$ cat src/rtl/intr_ctrl_pkg.sv
// Shared definitions for the interrupt controller: register indices, PEND read fields, mode encodings.
// Latency: n/a (constants only).
// Backpressure: n/a.
`timescale 1ns/1ps
package intr_ctrl_pkg;

  // Register selected by ADD_I[3:2]
  typedef enum logic [1:0] {
    REG_CTRL = 2'd0,
    REG_MASK = 2'd1,
    REG_MODE = 2'd2,
    REG_PEND = 2'd3
  } reg_idx_e;

  // PEND read-back layout: pending bits at the bottom, winner index, "any" flag
  localparam int IDX_LSB = 16;
  localparam int IDX_W   = 3;
  localparam int ANY_BIT = 31;

  // Per-source MODE bit meaning
  localparam logic MODE_LEVEL = 1'b0;
  localparam logic MODE_EDGE  = 1'b1;

endpackage

$ cat src/rtl/intr_src_cell.sv
// One interrupt source: last-sample register and pending bit with level/edge/W1C/mode-change rules.
// Latency: IRQ change sampled at edge k shows on pend_o after edge k.
// Backpressure: none; updates every clock.
`timescale 1ns/1ps
module intr_src_cell
  import intr_ctrl_pkg::*;
(
  input  logic clk,
  input  logic reset,
  input  logic irq_i,
  input  logic mode_i,
  input  logic mode_chg_i,
  input  logic w1c_i,
  output logic pend_o
);

  logic prev_q;
  logic pend_q;
  logic pend_d;

  // Next pending value: a mode flip discards stale state; level follows the input;
  // edge latches a rise, and a rise beats a simultaneous W1C.
  always_comb begin
    pend_d = pend_q;
    if (mode_chg_i) begin
      pend_d = 1'b0;
    end else if (mode_i == MODE_LEVEL) begin
      pend_d = irq_i;
    end else if (irq_i && !prev_q) begin
      pend_d = 1'b1;
    end else if (w1c_i) begin
      pend_d = 1'b0;
    end
  end

  // State registers; prev clears on reset so an input already high registers a rise
  always_ff @(posedge clk or posedge reset) begin
    if (reset) begin
      prev_q <= 1'b0;
      pend_q <= 1'b0;
    end else begin
      prev_q <= irq_i;
      pend_q <= pend_d;
    end
  end

  assign pend_o = pend_q;

endmodule

$ cat src/rtl/intr_ctrl.sv
// Bus-mapped interrupt controller: CTRL/MASK/MODE/PEND registers, per-source latching, masked IRQ out.
// Latency: IRQ_I, MASK/GIE writes and W1C all reach IRQ_O one edge later; DAT_O is combinational.
// Backpressure: none; writes always accepted, reads have no side effects.
`timescale 1ns/1ps
module intr_ctrl
  import intr_ctrl_pkg::*;
#(
  parameter int N_SRC = 6
) (
  input  logic             clk,
  input  logic             reset,
  input  logic [3:0]       ADD_I,
  input  logic             WE_I,
  input  logic [31:0]      DAT_I,
  output logic [31:0]      DAT_O,
  input  logic [N_SRC-1:0] IRQ_I,
  output logic [N_SRC-1:0] IRQ_O
);

  reg_idx_e         reg_sel;
  logic             gie_q, gie_d;
  logic [N_SRC-1:0] mask_q, mask_d;
  logic [N_SRC-1:0] mode_q, mode_d;
  logic [N_SRC-1:0] mode_chg;
  logic [N_SRC-1:0] w1c;
  logic [N_SRC-1:0] pend;
  logic [N_SRC-1:0] pend_act;
  logic [IDX_W-1:0] pend_idx;
  logic             pend_any;
  logic             unused_bits;

  assign reg_sel     = reg_idx_e'(ADD_I[3:2]);
  assign unused_bits = ^{DAT_I[31:N_SRC], ADD_I[1:0]};

  // Register-file next state from the write strobe
  always_comb begin
    gie_d  = gie_q;
    mask_d = mask_q;
    mode_d = mode_q;
    if (WE_I) begin
      case (reg_sel)
        REG_CTRL: gie_d  = DAT_I[0];
        REG_MASK: mask_d = DAT_I[N_SRC-1:0];
        REG_MODE: mode_d = DAT_I[N_SRC-1:0];
        default:  ;
      endcase
    end
  end

  // Per-source side effects of MODE and PEND writes
  always_comb begin
    mode_chg = '0;
    w1c      = '0;
    if (WE_I && reg_sel == REG_MODE) mode_chg = DAT_I[N_SRC-1:0] ^ mode_q;
    if (WE_I && reg_sel == REG_PEND) w1c      = DAT_I[N_SRC-1:0];
  end

  // Control registers
  always_ff @(posedge clk or posedge reset) begin
    if (reset) begin
      gie_q  <= 1'b0;
      mask_q <= '0;
      mode_q <= '0;
    end else begin
      gie_q  <= gie_d;
      mask_q <= mask_d;
      mode_q <= mode_d;
    end
  end

  for (genvar g = 0; g < N_SRC; g++) begin : g_src
    intr_src_cell u_cell (
      .clk        (clk),
      .reset      (reset),
      .irq_i      (IRQ_I[g]),
      .mode_i     (mode_q[g]),
      .mode_chg_i (mode_chg[g]),
      .w1c_i      (w1c[g]),
      .pend_o     (pend[g])
    );
  end

  assign pend_act = pend & mask_q;
  assign pend_any = |pend_act;
  assign IRQ_O    = pend_act & {N_SRC{gie_q}};

  // Lowest-numbered enabled pending source wins; scan downward so the last hit is the lowest
  always_comb begin
    pend_idx = '0;
    for (int i = N_SRC - 1; i >= 0; i--) begin
      if (pend_act[i]) pend_idx = IDX_W'(i);
    end
  end

  // Read mux; unimplemented bits stay 0
  always_comb begin
    DAT_O = '0;
    case (reg_sel)
      REG_CTRL: DAT_O[0]         = gie_q;
      REG_MASK: DAT_O[N_SRC-1:0] = mask_q;
      REG_MODE: DAT_O[N_SRC-1:0] = mode_q;
      REG_PEND: begin
        DAT_O[N_SRC-1:0] = pend;
        DAT_O[ANY_BIT]   = pend_any;
        if (pend_any) DAT_O[IDX_LSB +: IDX_W] = pend_idx;
      end
      default: ;
    endcase
  end

endmodule

$ cat config.mk
export PLATFORM = sky130hd
export DESIGN_NAME = intr_ctrl
export DESIGN_NICKNAME = d
export VERILOG_FILES = /design/src/rtl/intr_ctrl_pkg.sv /design/src/rtl/intr_src_cell.sv /design/src/rtl/intr_ctrl.sv
export SDC_FILE = /design/constraint.sdc
export NUM_CORES = 1
export LEC_CHECK = 0
export ABC_AREA = 1
export BUFFER_PORTS_ARGS = -buffer_cell sky130_fd_sc_hd__buf_2
export CAP_MARGIN = 20
export CORE_AREA = 2 2 83 85
export CTS_BUF_LIST = sky130_fd_sc_hd__clkbuf_16
export DETAILED_ROUTE_END_ITERATION = 16
export DIE_AREA = 0 0 85 87
export PLACE_DENSITY = 0.56
export SETUP_SLACK_MARGIN = 0.1
export SYNTH_ARGS = -nofsm -noshare
export SYNTH_HDL_FRONTEND = slang
export SYNTH_SLANG_ARGS = --single-unit
$ cat constraint.sdc
create_clock -name clk -period 0.86 [get_ports clk]
set_input_delay 0.129 -clock clk [delete_from_list [all_inputs] [get_ports clk]]
set_output_delay 0.129 -clock clk [all_outputs]
set_load 0.01 [all_outputs]
# --- Yosys cells after proc, flatten, opt, wreduce, memory -nomap -nowiden ---
# Index checks and enable logic that the tools add are counted.
totals:
  regBits: 25
  inputBits: 45
  wordCells: 83
classes:
  n_eq_ne: 9
  mux: 37
  bitwise_logic: 3
  reduce_logical: 19
ops:
  columns: ["op", "n"]
  rows:
  - ["2-to-1 mux 1 bit", 25]
  - ["2-to-1 mux 3 bit", 8]
  - ["!= test 4 x 1 -> 1 bit, second input constant", 6]
  - ["case mux 5 bit (3 select lines)", 1]
  - ["AND 6 bit", 2]
  - ["2-to-1 mux 6 bit", 2]
  - ["logical AND 1 bit", 8]
  - ["logical NOT 1 bit", 6]
  - ["AND reduction 2 bit", 3]
  - ["OR reduction 6 bit", 1]
  - ["bitwise XOR 6 bit", 1]
  - ["equality test 2 bit, second input constant", 2]
  - ["case mux 1 bit (4 select lines)", 1]
  - ["equality test 2 x 1 -> 1 bit, second input constant", 1]
  - ["logical NOT 2 bit", 1]

# --- Logic depth before layout (Yosys ltp) ---
# Gate-level depths: netlist of the first run.
logic_depth:
  depth_word: 9
  mapped_depth: 8
  ltp_nobuf: 7

# --- Cells and area by module ---
# From an unflattened synthesis of the first run, not the netlist that was laid out.
hier_totals:
  cells_unflattened: 205
  hier_area_um2: 1567.8
modules_own_cells:
  columns: ["mod", "n_inst", "cells_per_inst", "area_each_um2"]
  rows:
  - ["intr_ctrl", 1, 157, 1094.8]
  - ["intr_src_cell", 6, 8, 78.8]

# --- Worst setup path before layout of the first run ---
# Ideal clock, no wire load.
synth_timing:
  path_type: "reg2out"
  start: "register g_src[2].u_cell.pend_q"
  end: "output port DAT_O[18]"
  t_arrival_ps: 987
  setup_slack_ps: -256
  path_stages_with_launch: 4
  path_buffers: 0
  cell_sequence: "dfrtp_1 > nand2_1 > nand2_1 > nor4_1"
synth_between:
  elab_chain_len: 6
  word_cells_on_any_way: 7
  cone_classes: "mux: 5; bitwise: 1; reduce/logical: 1"
synth_lines:
  columns: ["element", "line_no", "rtl"]
  rows:
  - ["from (decl)", "intr_src_cell.sv:18", "logic pend_q;"]
  - ["from (signal assigned)", "intr_src_cell.sv:43", "pend_q <= pend_d;"]
  - ["AND 6 bit (*)", "intr_ctrl.sv:83", "assign pend_act = pend & mask_q;"]
  - ["2-to-1 mux 3 bit (3 in a row)", "intr_ctrl.sv:91", "if (pend_act[i]) pend_idx = IDX_W'(i);"]
  - ["2-to-1 mux 3 bit (*)", "intr_ctrl.sv:105", "if (pend_any) DAT_O[IDX_LSB +: IDX_W] = pend_idx;"]
  - ["2-to-1 mux 3 bit (*)", "intr_ctrl.sv:98", "case (reg_sel)"]
  - ["to (decl)", "intr_ctrl.sv:15", "output logic [31:0] DAT_O,"]
# Every way passes the cells marked *; elsewhere a longest branch is shown, timed or not.

# --- Worst setup path after layout of the first run ---
layout_timing:
  start: "register g_src[1].u_cell.pend_q"
  end: "output port DAT_O[16]"
layout_between:
  elab_chain_len: 5
  word_cells_on_any_way: 6
  cone_classes: "mux: 4; bitwise: 1; reduce/logical: 1"
layout_lines:
  columns: ["element", "line_no"]
  rows:
  - ["from (decl)", "intr_src_cell.sv:18"]
  - ["from (signal assigned)", "intr_src_cell.sv:43"]
  - ["AND 6 bit (*)", "intr_ctrl.sv:83"]
  - ["2-to-1 mux 3 bit (2 in a row)", "intr_ctrl.sv:91"]
  - ["2-to-1 mux 3 bit (*)", "intr_ctrl.sv:105"]
  - ["2-to-1 mux 3 bit (*)", "intr_ctrl.sv:98"]
# Marks and branches as above.

==> results of run 1 <==
## layer usage
| metal | wire [um] | vias up |
|---|---|---|
| li1 | - | 785 |
| met4 | 36 | 0 |
| met1 | 1920 | 756 |
| met3 | 156 | 4 |
| met2 | 2280 | 36 |
| met5 | 0 | - |
## stage by stage
| stage | std cells | util [%] |
|---|---|---|
| 2_1_floorplan | 229 | - |
| 3_3_place_gp | 353 | 32.1 |
| 3_5_place_dp | 353 | 32.1 |
| 4_1_cts | 364 | 36.3 |
| 5_1_grt | 371 | 39.3 |
| 6_report | 371 | 39.3 |
## worst max-delay path, stage by stage, from the launching register on
cell and delay (ns):
dfrtp_1 0.40, nand2_2 0.10, nand2_4 0.08, nor2_4 0.11, nand2_1 0.07, nand3_2 0.07, nor2_2 0.04, buf_2 0.13
## sequential cells by signal, summed over array words and instances, names as in the netlist
register	count
mask_q	6
g_src.u_cell.prev_q	6
gie_q	1
mode_q	6
g_src.u_cell.pend_o	6
## layout by cell type, fill, tap and decap left out, types with 9 or more instances in the layout
cell,n
nand2_1,38
buf_4,31
buf_2,26
nand2_2,25
dfrtp_1,25
conb_1,22
buf_6,22
inv_1,12
nand3_2,9
## final cells by class
type / count / area share [%]
inverter: 20 / 3.40
clock inverter: 1 / 0.146
tap: 80 / 3.88
clock buffer: 3 / 2.91
timing repair buffer: 85 / 27.4
multi-input combinational: 157 / 38.0
sequential: 25 / 24.3
## worst max-delay path by stage
stage	slack, ns	endpoint	cells past startpoint	start
6_report	-0.53	DAT_O[16]	7	g_src[1].u_cell.pend_o
5_1_grt	-0.59	DAT_O[16]	7	g_src[5].u_cell.pend_o
4_1_cts	-0.50	DAT_O[16]	7	mask_q[3]
3_5_place_dp	-0.29	DAT_O[16]	7	g_src[1].u_cell.pend_o
3_3_place_gp	-0.28	DAT_O[16]	7	g_src[1].u_cell.pend_o
2_1_floorplan	-0.10	DAT_O[16]	6	mask_q[1]
## cell families (layout without fill, tap and decap cells)
group | count (synthesis) | after routing
simple gates | 108 | 109
other cells | 1 | 22
flops | 25 | 25
compound gates | 26 | 26
buf+inv | 48 | 109
## where the power goes
part	switching [uW]	leakage [uW]	total (uW)	internal (uW)
Sequential	134	0.000302	1480	1350
Clock	400	0.0000423	1020	621
Combinational	898	0.000972	1790	891
Total	1430	0.00132	4290	2860
## what timing repair did
item                                   4_1_cts  5_1_grt
gates resized for setup                     41       42
setup endpoints to repair                   30       32
hold buffers                                 1        1
endpoints found under the hold margin       25        1
pin swaps                                   18       28
setup buffers                                9       10
cloned                                       0        1
==> impl_results.md, run 1 <==
* Status: finished, violations left
* Failing checks: negative setup slack
* Depth of the worst hold-timing path at 1
* Effective utilization at floorplan at 24.1%
* Highest clock rate at 717 MHz
* FF-to-FF path depth at 6
* Crit path max fanout at 3
* Placer Congestion at 0.802
* Design Power at 4290 uW
* Layout area overhead at 63.1%
* Mean Syn Cell Area at 7.60 um2
* Post-synth EDFFs at 0
* Clk sink count at 25
* Initial antenna violation count at 0
* Mapped Area at 0.00158 mm2
* CTS Buf Count at 3
* Post-route setup TNS at -6.83 ns
* Worst Clk Skew at 0.00175 ns
* DRC at 0
* Post-synthesis compound-gate area fraction at 10.6%
* Setup-failing EPs final at 18
* WHS at 0.00848 ns
* Worst EP arrival at 1.27 ns
* Die area at 0.00740 mm2
* WL/cell at 11.9 um
* Worst vdd ir at 1090 uV
* Vias after detailed routing at 1581
* Worst reg-to-reg setup slack at -0.08 ns
* Final wirelength at 4400 um
* Gate Count Post-Synth at 208
* Clock latency on the worst-skew pair at 0.26 ns
* Rows at 30
* Wire length of the first global-routing pass at 6970 um
* Prevailing post-synth register cell: dfrtp_1
* Area leader, netlist: dfrtp_1
* ANT cells at 0
* Post-route ant nets at 0
* Die H at 87 um
* Synthesis-stage register bit count at 25
* Initial drt markers at 80
* Pre-CTS setup slack at -0.286 ns
* Post-synthesis simple-gate area fraction at 30.9%
* Die width at 85 um
* Hold/Removal Path Class: input port to flop
* Worst-path clk slew at 0.06 ns
* Main combinational cell family by area after synthesis: simple AND/OR/NAND/NOR gates
* # IOs at 83
* MaxCap Viol Count at 0
* Synth unique cells at 23
* Leakage Power at 0.00132 uW
* Worst Path Required at 0.73 ns
* WS Path Type: flop to output port
* Hold Crit Endpoint: g_src[1].u_cell.prev_q
* Grt met2 use at 21.0%
* Final-stage net count at 337
* Top post-synthesis cells by area: dfrtp_1 (40%), nand2_1 (16%), buf_4 (11%), inv_1 (4.3%), nand3_1 (4.1%)
* CTS root buffer: clkbuf_16
* CTS tree: built
* Largest net degree at the start of global routing at 26
* Gr usage total at 11.8%
* Period utilisation layout at 162%
* Core Box Area at 0.00657 mm2
* PnR worst setup slack at -0.535 ns
* GRT Max-Usage Layer: met2
* Placement Cell Area at 0.00211 mm2
* Final Max Tran Viols at 0
* Port Buf Inserts at 32
* CP Capture Type: output port
* H-tree levels at 1
* Register area share after synthesis at 39.6%
* Post-synthesis mux area share at 0%
* Power Density at 1660 mW/mm2
* XOR/XNOR Fraction of Synth Area at 0%
* RSZ-0062 raised after global routing: yes
* Post-synthesis async set-or-reset flop share at 100%
* DPL Wire Length at 3150 um
* Vias in the first global route at 1480
* Register Area at 626 um2
* Worst r2r dst: g_src[0].u_cell.pend_o
* Clk buf depth at 2
* Most frequent cell after synthesis: nand2_1
* GR Util met1 at 14.9%
* CP Launch Type: flop
* Synth top area share at 39.6%
* Area of the multi-input gates at 981 um2
* Final hold viol count at 0
* Layout fillers at 647
* Avg Vias per Cell at 4.26
* Final Cell Area at 0.00258 mm2
* Gr ovfl total at 0
* Tmin final at 1.39 ns
* Global routing usage on met3 at 2.09%
* Fraction of layout cells with a size suffix above 1 at 54.3%
* Warnings, synthesis at 0
* Synth cell count leaders: nand2_1 (67), dfrtp_1 (25), buf_4 (24)
* Synth Area in Adders at 0%
* Hold Startpoint: IRQ_I[1]
* Worst R2R Start: g_src[0].u_cell.pend_o
* DR pass1 iterations at 4
(Power assumes the default switching activity.)
==> run 2: changes to the inputs <==
--- a/config.mk
+++ b/config.mk
@@ -8,11 +8,11 @@
 export ABC_AREA = 1
 export BUFFER_PORTS_ARGS = -buffer_cell sky130_fd_sc_hd__buf_2
 export CAP_MARGIN = 20
-export CORE_AREA = 2 2 83 85
+export CORE_AREA = 2 2 66 68
 export CTS_BUF_LIST = sky130_fd_sc_hd__clkbuf_16
 export DETAILED_ROUTE_END_ITERATION = 16
-export DIE_AREA = 0 0 85 87
-export PLACE_DENSITY = 0.56
+export DIE_AREA = 0 0 68 70
+export PLACE_DENSITY = 0.8
 export SETUP_SLACK_MARGIN = 0.1
 export SYNTH_ARGS = -nofsm -noshare
 export SYNTH_HDL_FRONTEND = slang
==> run 2 against run 1 <==
Effect of this change:
- the run still ends with negative setup slack left
- hold slack worse by 0.0023 ns
- maximum frequency hardly changed
- critical path depth is 2 lower
- sequential power hardly changed
- cell area is 3.4% lower
- count of clock-buffer cells in the layout stayed put
- wire length is 4.7% higher
- setup slack hardly changed
- power is 0.51% higher
- largest cell class unchanged
==> impl_results.md, run 2 (synthesized netlist as in run 1, its figures left out) <==
* Placer Congestion at 0.797 (-0.57%)
* Final wirelength at 4610 um (+4.7%)
* Tmin final at 1.39 ns (+0.0000970 ns)
* Period utilisation layout at 162% (about the same)
* Initial drt markers at 92 (+15%)
* Rows at 24 (-20%)
* Design Power at 4310 uW (+0.51%)
* Avg Vias per Cell at 4.80 (+13%)
* Post-route ant nets at 0 (unchanged)
* CP Launch Type: flop
* Die H at 70 um (-20%)
* MaxCap Viol Count at 0 (unchanged)
* CTS tree: built
* Crit-path max cell delay at 0.38 ns (-0.02 ns)
* Post-Layout Cell Count at 341 (-8.1%)
* Final-stage net count at 335 (-0.59%)
* ANT cells at 0 (unchanged)
* Clk buf depth at 2 (unchanged)
* PnR worst setup slack at -0.535 ns (-0.0000970 ns)
* CTS Buf Count at 3 (unchanged)
* RSZ-0062 raised after global routing: yes
* Crit path max fanout at 3 (unchanged)
* CP max stage cell: dfrtp_1
* Power Density at 1730 mW/mm2 (+4.0%)
* CP Capture Type: output port
* Highest clock rate at 717 MHz (about the same)
* Vias after detailed routing at 1637 (+3.5%)
* DRC at 0 (unchanged)
* Worst Path Required at 0.73 ns (about the same)
* DPL Wire Length at 2830 um (-10%)
* Layout area overhead at 57.5%
* Gr usage total at 17.8% (+6.0 points)
* Hold/Removal Path Class: input port to flop
* Largest net degree at the start of global routing at 26 (unchanged)
* Port Buf Inserts at 32 (unchanged)
* CTS root buffer: clkbuf_16
* Commonest non-fill, non-tap cell in the layout: nand2_1
* Worst vdd ir at 711 uV (-35%)
* DR pass1 iterations at 4 (unchanged)
* Initial antenna violation count at 0 (unchanged)
* Vias in the first global route at 1411 (-4.7%)
* Crit path cell chain: nand2_2 -> nand2_1 -> inv_2 -> nor4_4 -> buf_2
* WL/cell at 13.5 um (+14%)
* Final hold viol count at 0 (unchanged)
* Fraction of layout cells with a size suffix above 1 at 53.6% (-0.66 points)
* Setup-failing EPs final at 21 (+3)
* Gr ovfl total at 0 (unchanged)
* Core Box Area at 0.00414 mm2 (-37%)
* Worst-path clk slew at 0.06 ns (about the same)
* Most frequent cells in the layout: nand2_1 (36), buf_4 (29), nand2_2 (27), buf_2 (27), buf_6 (26)
* Leakage Power at 0.00130 uW (-1.3%)
* Worst EP arrival at 1.27 ns (about the same)
* CP Buf/Inv Count at 2 (+1)
* Die width at 68 um (-20%)
* Die area at 0.00476 mm2 (-36%)
* Final Max Tran Viols at 0 (unchanged)
* # IOs at 83 (unchanged)
* Worst Clk Skew at 0.000653 ns (-0.00110 ns)
* WS Path Type: flop to output port
* Kind of cell adding the most delay to the critical path: simple AND/OR/NAND/NOR gates
* Dpl cells at 323 (-8.5%)
* Wire length of the first global-routing pass at 6490 um (-6.9%)
* H-tree levels at 1 (unchanged)
* Status: finished, violations left
* Clk sink count at 25 (unchanged)
* Effective utilization at floorplan at 38.2% (+14 points)
* Failing checks: negative setup slack
* Clock latency on the worst-skew pair at 0.25 ns (about the same)
==> run 2: timing repair <==
item | 4_1_cts | 5_1_grt
gates resized for setup | 35 | 51
hold buffers | 1 | 0
pin swaps | 17 | 25
hold endpoints to repair | 25 | 0
setup buffers | 11 | 15
setup endpoints to repair | 31 | 31
==> run 2: final cells by class <==
type | instances | area (um2)
tap | 52 | 65.1
clock buffer | 3 | 75.1
clock inverter | 1 | 3.75
inverter | 20 | 87.6
fill | 345 | 1650
timing repair buffer | 84 | 676
multi-input combinational | 156 | 958
sequential | 25 | 626
==> run 2: where the power goes <==
group          leakage (uW)  internal, uW  switching, uW
clock             0.0000423           621            402
sequential         0.000302          1350            146
combinational      0.000955           889            908
total               0.00130          2860           1460
==> run 2: worst paths after layout <==
path / start / end / slack, ns / depth (start not counted)
max in group asynchronous: reset / gie_q / 0.28 / 4
min: IRQ_I[0] / g_src[0].u_cell.prev_q / 0.006 / 1
min in group asynchronous: reset / mode_q[5] / 0.43 / 4
min reg2reg: g_src[1].u_cell.prev_q / g_src[1].u_cell.pend_o / 0.57 / 5
max reg2reg: g_src[4].u_cell.pend_o / g_src[4].u_cell.pend_o / -0.13 / 6
max: g_src[4].u_cell.pend_o / DAT_O[18] / -0.53 / 5
==> run 2: layer usage <==
layer / up-vias / global-route usage [%] / part of all wire [%]
met3: 4 / 2.74 / 6.4
met5: - / 0 / 0
met4: 0 / 4.00 / 0.56
met1: 768 / 22.5 / 38
met2: 75 / 31.2 / 55
li1: 790 / - / -
==> run 2: worst register-to-register path: cells and delay by family, from the launching register on <==
family        cells  cell delay [ns]
buf+inv           2             0.26
simple gates      4             0.21
flops             1             0.40
==> run 2: through the flow <==
step	hold WS, ns	area, um2	TNS [ns]	utilization, %	setup slack (ns)
2_1_floorplan	0.156	1750	-0.396	-	-0.102
3_3_place_gp	0.166	2040	-6.41	49.1	-0.287
3_5_place_dp	0.164	2040	-7.08	49.1	-0.300
4_1_cts	0.00764	2280	-6.36	55.1	-0.502
5_1_grt	0.00703	2490	-8.51	60.1	-0.580
6_report	0.00615	2490	-7.49	60.1	-0.535
